$ cat config.mk
export PLATFORM = sky130hd
export DESIGN_NAME = cordic_phase_acc
export DESIGN_NICKNAME = d
export VERILOG_FILES = /design/src/rtl/cordic_phase_acc.sv
export SDC_FILE = /design/constraint.sdc
export NUM_CORES = 1
export LEC_CHECK = 0
export CAP_MARGIN = 15
export CORE_MARGIN = 5
export CORE_UTILIZATION = 50
export CTS_BUF_LIST = sky130_fd_sc_hd__clkbuf_16
export CTS_CLUSTER_SIZE = 10
export DETAILED_ROUTE_END_ITERATION = 10
export GPL_ROUTABILITY_DRIVEN = 0
export PLACE_DENSITY = 0.77
export SETUP_SLACK_MARGIN = 0.1
export SLEW_MARGIN = 20
export SYNTH_ARGS = -nofsm -noshare
export SYNTH_HDL_FRONTEND = slang
export SYNTH_SLANG_ARGS = --single-unit
$ cat constraint.sdc
create_clock -name clk -period 4.8 [get_ports clk]
set_input_delay 0.96 -clock clk [delete_from_list [all_inputs] [get_ports clk]]
set_output_delay 0.96 -clock clk [all_outputs]
set_load 0.005 [all_outputs]
$ cat src/rtl/cordic_phase_acc.sv
// Phase accumulator front end for a CORDIC rotator: integrates a frequency word,
// adds a phase offset, rounds to the rotator angle width and aligns amplitude.
module cordic_phase_acc #(
  parameter int DATA_WIDTH = 16,
  parameter int ITERATIONS = 7,
  parameter int ACC_WIDTH  = 32
) (
  input  logic                  clk,
  input  logic                  rst,
  input  logic                  en,
  input  logic                  sync,
  input  logic [ACC_WIDTH-1:0]  fcw,
  input  logic                  fcw_valid,
  input  logic [ACC_WIDTH-1:0]  pcw,
  input  logic                  pcw_valid,
  input  logic [DATA_WIDTH-1:0] amp,
  output logic [DATA_WIDTH-1:0] r,
  output logic [ITERATIONS:0]   theta,
  output logic                  out_valid,
  output logic                  wrap
);

  localparam int TW    = ITERATIONS + 1;
  localparam int SHIFT = ACC_WIDTH - TW;
  // Half of one theta LSB, expressed in accumulator units.
  localparam logic [ACC_WIDTH-1:0] RND = ACC_WIDTH'(1) << (SHIFT - 1);

  logic [ACC_WIDTH-1:0]  acc;
  logic                  carry;
  logic [ACC_WIDTH-1:0]  fcw_reg;
  logic [ACC_WIDTH-1:0]  pcw_reg;
  logic                  v1;
  logic [DATA_WIDTH-1:0] a1;

  logic [ACC_WIDTH:0]    acc_sum;
  logic [ACC_WIDTH-1:0]  phase;

  assign acc_sum = {1'b0, acc} + {1'b0, fcw_reg};
  // Offset and rounding bias wrap modulo one turn, so phases just below the top round to 0.
  assign phase   = acc + pcw_reg + RND;

  always_ff @(posedge clk or posedge rst) begin
    if (rst) begin
      fcw_reg <= '0;
      pcw_reg <= '0;
    end else begin
      if (fcw_valid) fcw_reg <= fcw;
      if (pcw_valid) pcw_reg <= pcw;
    end
  end

  always_ff @(posedge clk or posedge rst) begin
    if (rst) begin
      acc   <= '0;
      carry <= 1'b0;
      v1    <= 1'b0;
      a1    <= '0;
    end else begin
      v1 <= en;
      a1 <= amp;
      if (sync) begin
        acc   <= '0;
        carry <= 1'b0;
      end else if (en) begin
        acc   <= acc_sum[ACC_WIDTH-1:0];
        carry <= acc_sum[ACC_WIDTH];
      end
    end
  end

  // theta and r only advance with a valid sample so they hold between outputs.
  always_ff @(posedge clk or posedge rst) begin
    if (rst) begin
      theta     <= '0;
      r         <= '0;
      out_valid <= 1'b0;
      wrap      <= 1'b0;
    end else begin
      out_valid <= v1;
      wrap      <= carry & v1;
      if (v1) begin
        theta <= TW'(phase >> SHIFT);
        r     <= a1;
      end
    end
  end

endmodule
# [Yosys cells after proc, flatten, opt, wreduce, memory -nomap -nowiden]
# Index checks and enable logic that the tools add are counted.
[word_totals] input_bits=86 elab_cells=19 regBits=140
[classes] bitwise=1 reduce_logical=1 n_addsub=3 muxes=4
[op_table] operator="$mux 32" count=2
[op_table] operator="$add 32x32->33" count=1
[op_table] operator="$add 32x24->32 const B" count=1
[op_table] operator="$add 32x32->32" count=1
[op_table] operator="$mux 1" count=2
[op_table] operator="$reduce_bool 2->1" count=1
[op_table] operator="$and 1x1->1" count=1

# [Depth between registers and ports, before layout]
[logic_depth] ltp_word=3 mapped_depth=11

# [Worst setup path before layout]
# OpenSTA, ideal clock, no wires.
[synth_timing] kind="register to register" from="register acc[22]" to="register theta[7]" path_stages_with_launch=11 path_buffers=0 setup_slack_ns=1.954 t_arrival_ns=2.704 synth_period_minus_slack_ns=2.846 required_ns=4.658 cell_sequence="dfrtp_1 > ha_1 > ha_1 > a21o_1 > a21o_1 > a31o_1 > a221o_1 > a211o_1 > a211o_1 > nand4_1 > o311ai_2"
[synth_between] elab_chain_len=2
[synth_rtl] item="from (decl)" line="28" text="logic [ACC_WIDTH-1:0] acc;"
[synth_rtl] item="from (signal assigned)" line="65" text="acc <= acc_sum[ACC_WIDTH-1:0];"
[synth_rtl] item="$add 32x32->32" line="40" text="assign phase = acc + pcw_reg + RND;"
[synth_rtl] item="$add 32x24->32" line="40"
[synth_rtl] item="to (signal assigned)" line="82" text="theta <= TW'(phase >> SHIFT);"
[synth_rtl] item="to (decl)" line="18" text="output logic [ITERATIONS:0] theta,"
# No other way between the ends.
# A chain may end at the register's enable or synchronous reset.

# [Worst setup path after layout]
# Ends and elaborated chain as after synthesis.

==> impl_metrics.py <==
metrics = {
    "run_status": {
        "outcome": "complete, no violations",
    },
    "power": {
        "ir_drop_mv": 0.272,
        "p_total_mw": 4.27,
        "p_sw_mw": 1.43,
        "power_density_nw_per_um2": 427,
        "pwr-share-comb": 0.350,
        "seqPwrFrac": 0.347,
        "p_sw_frac": 0.334,
        "p_int_mw": 2.85,
        "total_leakage_power_nw": 4.57,
        "clockPowerShare": 0.304,
    },
    "global_route": {
        "track_usage": 0.207,
        "grt_first_pass_wirelength_mm": 30.8,
        "grt_pass1_vias": 6414,
        "grt_overflow_total": 0,
        "grt_start_max_net_pins": 141,
        "antenna_found_initial": 0,
    },
    "setup_path": {
        "crit_path_end": "theta[7]",
        "worstSetupStartpointType": "flip-flop",
        "r2r_cells": 10,
        "worstPathCellList": "ha_1 -> ha_1 -> a21o_1 -> a21o_1 -> a31o_1 -> a221o_1 -> a211o_1 -> a211o_1 -> nand4_1 -> o311ai_2",
        "critPathLaunch": "acc[22]",
        "crit_required_ns": 5.08,
        "cp_slowest_stage_delay_ns": 0.41,
        "r2r-end": "theta[7]",
        "crit_fanout": 5,
        "critPathCaptureType": "flip-flop",
        "cp_slowest_cell": "dfrtp_1",
        "criticalPathCategory": "reg -> reg",
        "r2r_start": "acc[22]",
        "rrSetupSlack_ns": 1.69,
        "arrival_ns": 3.40,
    },
    "timing": {
        "rsz0062_at_grt": "false",
        "worst_pin_slew_ns": 0.996,
        "slew_viol_final": 0,
        "slew-limit-headroom": 0.336,
        "finalClockSkew_ns": 0.00859,
        "fmax_mhz": 321,
        "finalCritPeriodShare": 0.648,
        "finalHoldViolCount": 0,
        "fin_setup_tns_ns": 0,
        "setup_viol_count_final": 0,
        "period_minus_slack_ns": 3.11,
    },
    "route": {
        "num_vias": 6130,
        "dr.pass1.iters": 6,
        "ant_nets": 0,
        "wl_mm": 18.5,
        "viasPerCell": 5.77,
        "wl_per_cell_um": 17.4,
        "drt_iter0_drc": 346,
        "drc": 0,
    },
    "floorplanning": {
        "start_util": 0.510,
        "die_x_um": 137,
        "core-area_sq_um": 15900,
        "std_cell_rows": 46,
        "die_h_um": 137,
        "die-area_sq_um": 18800,
        "ios": 112,
    },
    "run": {
        "drv_cap": 0,
    },
    "synth": {
        "synthAdderAreaFrac": 0.143,
        "yosys_warnings": 0,
        "ys.flop_type": "dfrtp_1",
        "postSynthAreaPerCell_sq_um": 11.2,
        "synth_mux_area_frac": 0.134,
        "synth.cell_area_sq_um": 8100,
        "async_flop_share": 1.00,
        "seq_area_frac_synth": 0.432,
        "synth_top_family_by_area": "adder cells",
        "ys_ff_latch": 140,
        "synth-xor-area-share": 0.0303,
        "synth_cell_type_count": 68,
        "synth_edf_count": 0,
        "synth_simple_gate_area_frac": 0.102,
        "synthCells": 726,
        "syn_nets": 904,
        "synth_compound_area_frac": 0.139,
    },
    "clock_tree": {
        "htreeDepth": 4,
        "clkLatencyLatePin_ns": 0.42,
        "cts_buffers": 17,
        "postCtsSetupRepairBufs": 0,
        "cts_hold_buf": 0,
        "tritoncts": "built",
        "path_clk_slew_ns": 0.06,
        "clk_path_buf_depth": 2,
        "cts_sinks": 140,
        "ctsResizeCount": 0,
        "root_buffer": "clkbuf_16",
    },
    "worst_hold_path": {
        "hold_path.startpoint": "a1[5]",
        "min_path_type": "reg -> reg",
    },
    "final_layout": {
        "antennaDiodeCount": 0,
        "area_growth_pct": 23.4,
        "fill_cells": 1267,
        "fin_util": 0.629,
        "nNetsFinal": 1011,
        "drive_gt1_frac": 0.158,
    },
    "placement": {
        "place_hpwl_mm": 13.5,
        "portBuffers": 111,
    },
}
[worst min path at each step]
stage,depth (start not counted),endpoint,slack (ns)
final,1,r[5],0.48
after detailed placement,1,r[5],0.47
after global routing,1,r[10],0.49
after floorplan,0,out_valid,0.35
after CTS,1,r[5],0.48
after global placement,1,r[0],0.46
[logic make-up after synthesis]
family / Yosys count
mux: 98
simple gates: 161
flops: 140
buf+inv: 41
compound gates: 166
xor+xnor: 28
fa+ha+maj: 92
[synthesized netlist by cell type (all sizes together), types with 3 or more instances]
master | count | area, sq um
dfrtp | 140 | 3500
ha | 91 | 1140
mux2 | 82 | 923
nor2 | 47 | 176
a21oi | 46 | 234
o21ai | 31 | 155
nand2 | 29 | 109
a21o | 23 | 175
clkbuf | 22 | 83.8
xnor2 | 17 | 149
mux2i | 16 | 160
nand4 | 15 | 93.8
a211oi | 13 | 97.6
inv | 13 | 48.8
nand3 | 13 | 65.1
xor2 | 11 | 96.3
and3 | 9 | 57.6
nand2b | 9 | 56.3
nor2b | 8 | 50.1
nor3 | 8 | 40.0
a211o | 6 | 52.6
a22o | 6 | 52.6
buf | 5 | 18.8
o211ai | 5 | 37.5
nand3b | 4 | 30.0
o21bai | 4 | 30.0
or3 | 4 | 26.3
a31o | 3 | 26.3
a31oi | 3 | 18.8
o21a | 3 | 22.5
o31ai | 3 | 36.3
[cell usage in the layout, fill, tap and decap left out, drive strengths merged, types with 3 or more instances in the layout]
cell / n
and3: 9
nand3b: 4
xor2: 11
o21bai: 4
inv: 18
nor2b: 8
clkbuf: 17
a21o: 23
nor3: 8
o211ai: 5
or3: 4
mux2: 82
o21a: 3
a31o: 3
a21oi: 46
a211oi: 13
nand3: 13
clkdlybuf4s50: 109
buf: 6
nand2b: 9
a31oi: 3
o21ai: 31
nor2: 47
clkinvlp: 3
dfrtp: 140
nand4: 15
o31ai: 3
ha: 91
a211o: 6
clkinv: 6
xnor2: 17
mux2i: 16
nand2: 29
a22o: 6
[area by class of cell]
type	count	area (sq um)	share of cell area
Inverter	14	56.3	0.00563
Tap cell	216	270	0.0270
Multi-Input combinational cell	545	4440	0.444
Sequential cell	140	3500	0.350
Clock buffer	17	425	0.0425
Clock inverter	15	158	0.0158
Timing Repair Buffer	115	1140	0.114
[worst max-delay path: cells and delay by family (launching register included)]
kind,cells,cell delay (ns)
flip-flops,1,0.41
AND/OR/NAND/NOR,1,0.12
adder cells (fa/ha/maj),2,0.67
AO/OA/AOI/OAI,7,1.78
[metrics by stage]
step                worst slack [ns]  instances  hold WS (ns)  area [sq um]
floorplan                       1.95        726         0.352          8110
global placement                1.67       1030         0.458          9420
detailed placement              1.75       1030         0.466          9420
CTS                             1.72       1062         0.480         10000
global route                    1.57       1062         0.488         10000
finish                          1.69       1062         0.477         10000
[power groups by stage]
stage	Sequential [mW]	Combinational, mW	Clock [mW]
6_report	1.48	1.49	1.30
5_1_grt	1.50	1.67	1.38
4_1_cts	1.48	1.48	1.32
3_5_place_dp	1.50	1.47	0
3_3_place_gp	1.49	1.40	0
2_1_floorplan	1.46	1.05	0
[metal layers]
layer / GRT usage / routed length, um / vias to the layer above
met1: 0.276 / 8020 / 2951
met3: 0.0471 / 1180 / 37
li1: - / - / 2926
met5: 0 / 0 / -
met4: 0.0798 / 401 / 0
met2: 0.331 / 8900 / 216
Note: power is estimated with default switching activity, not from simulation.
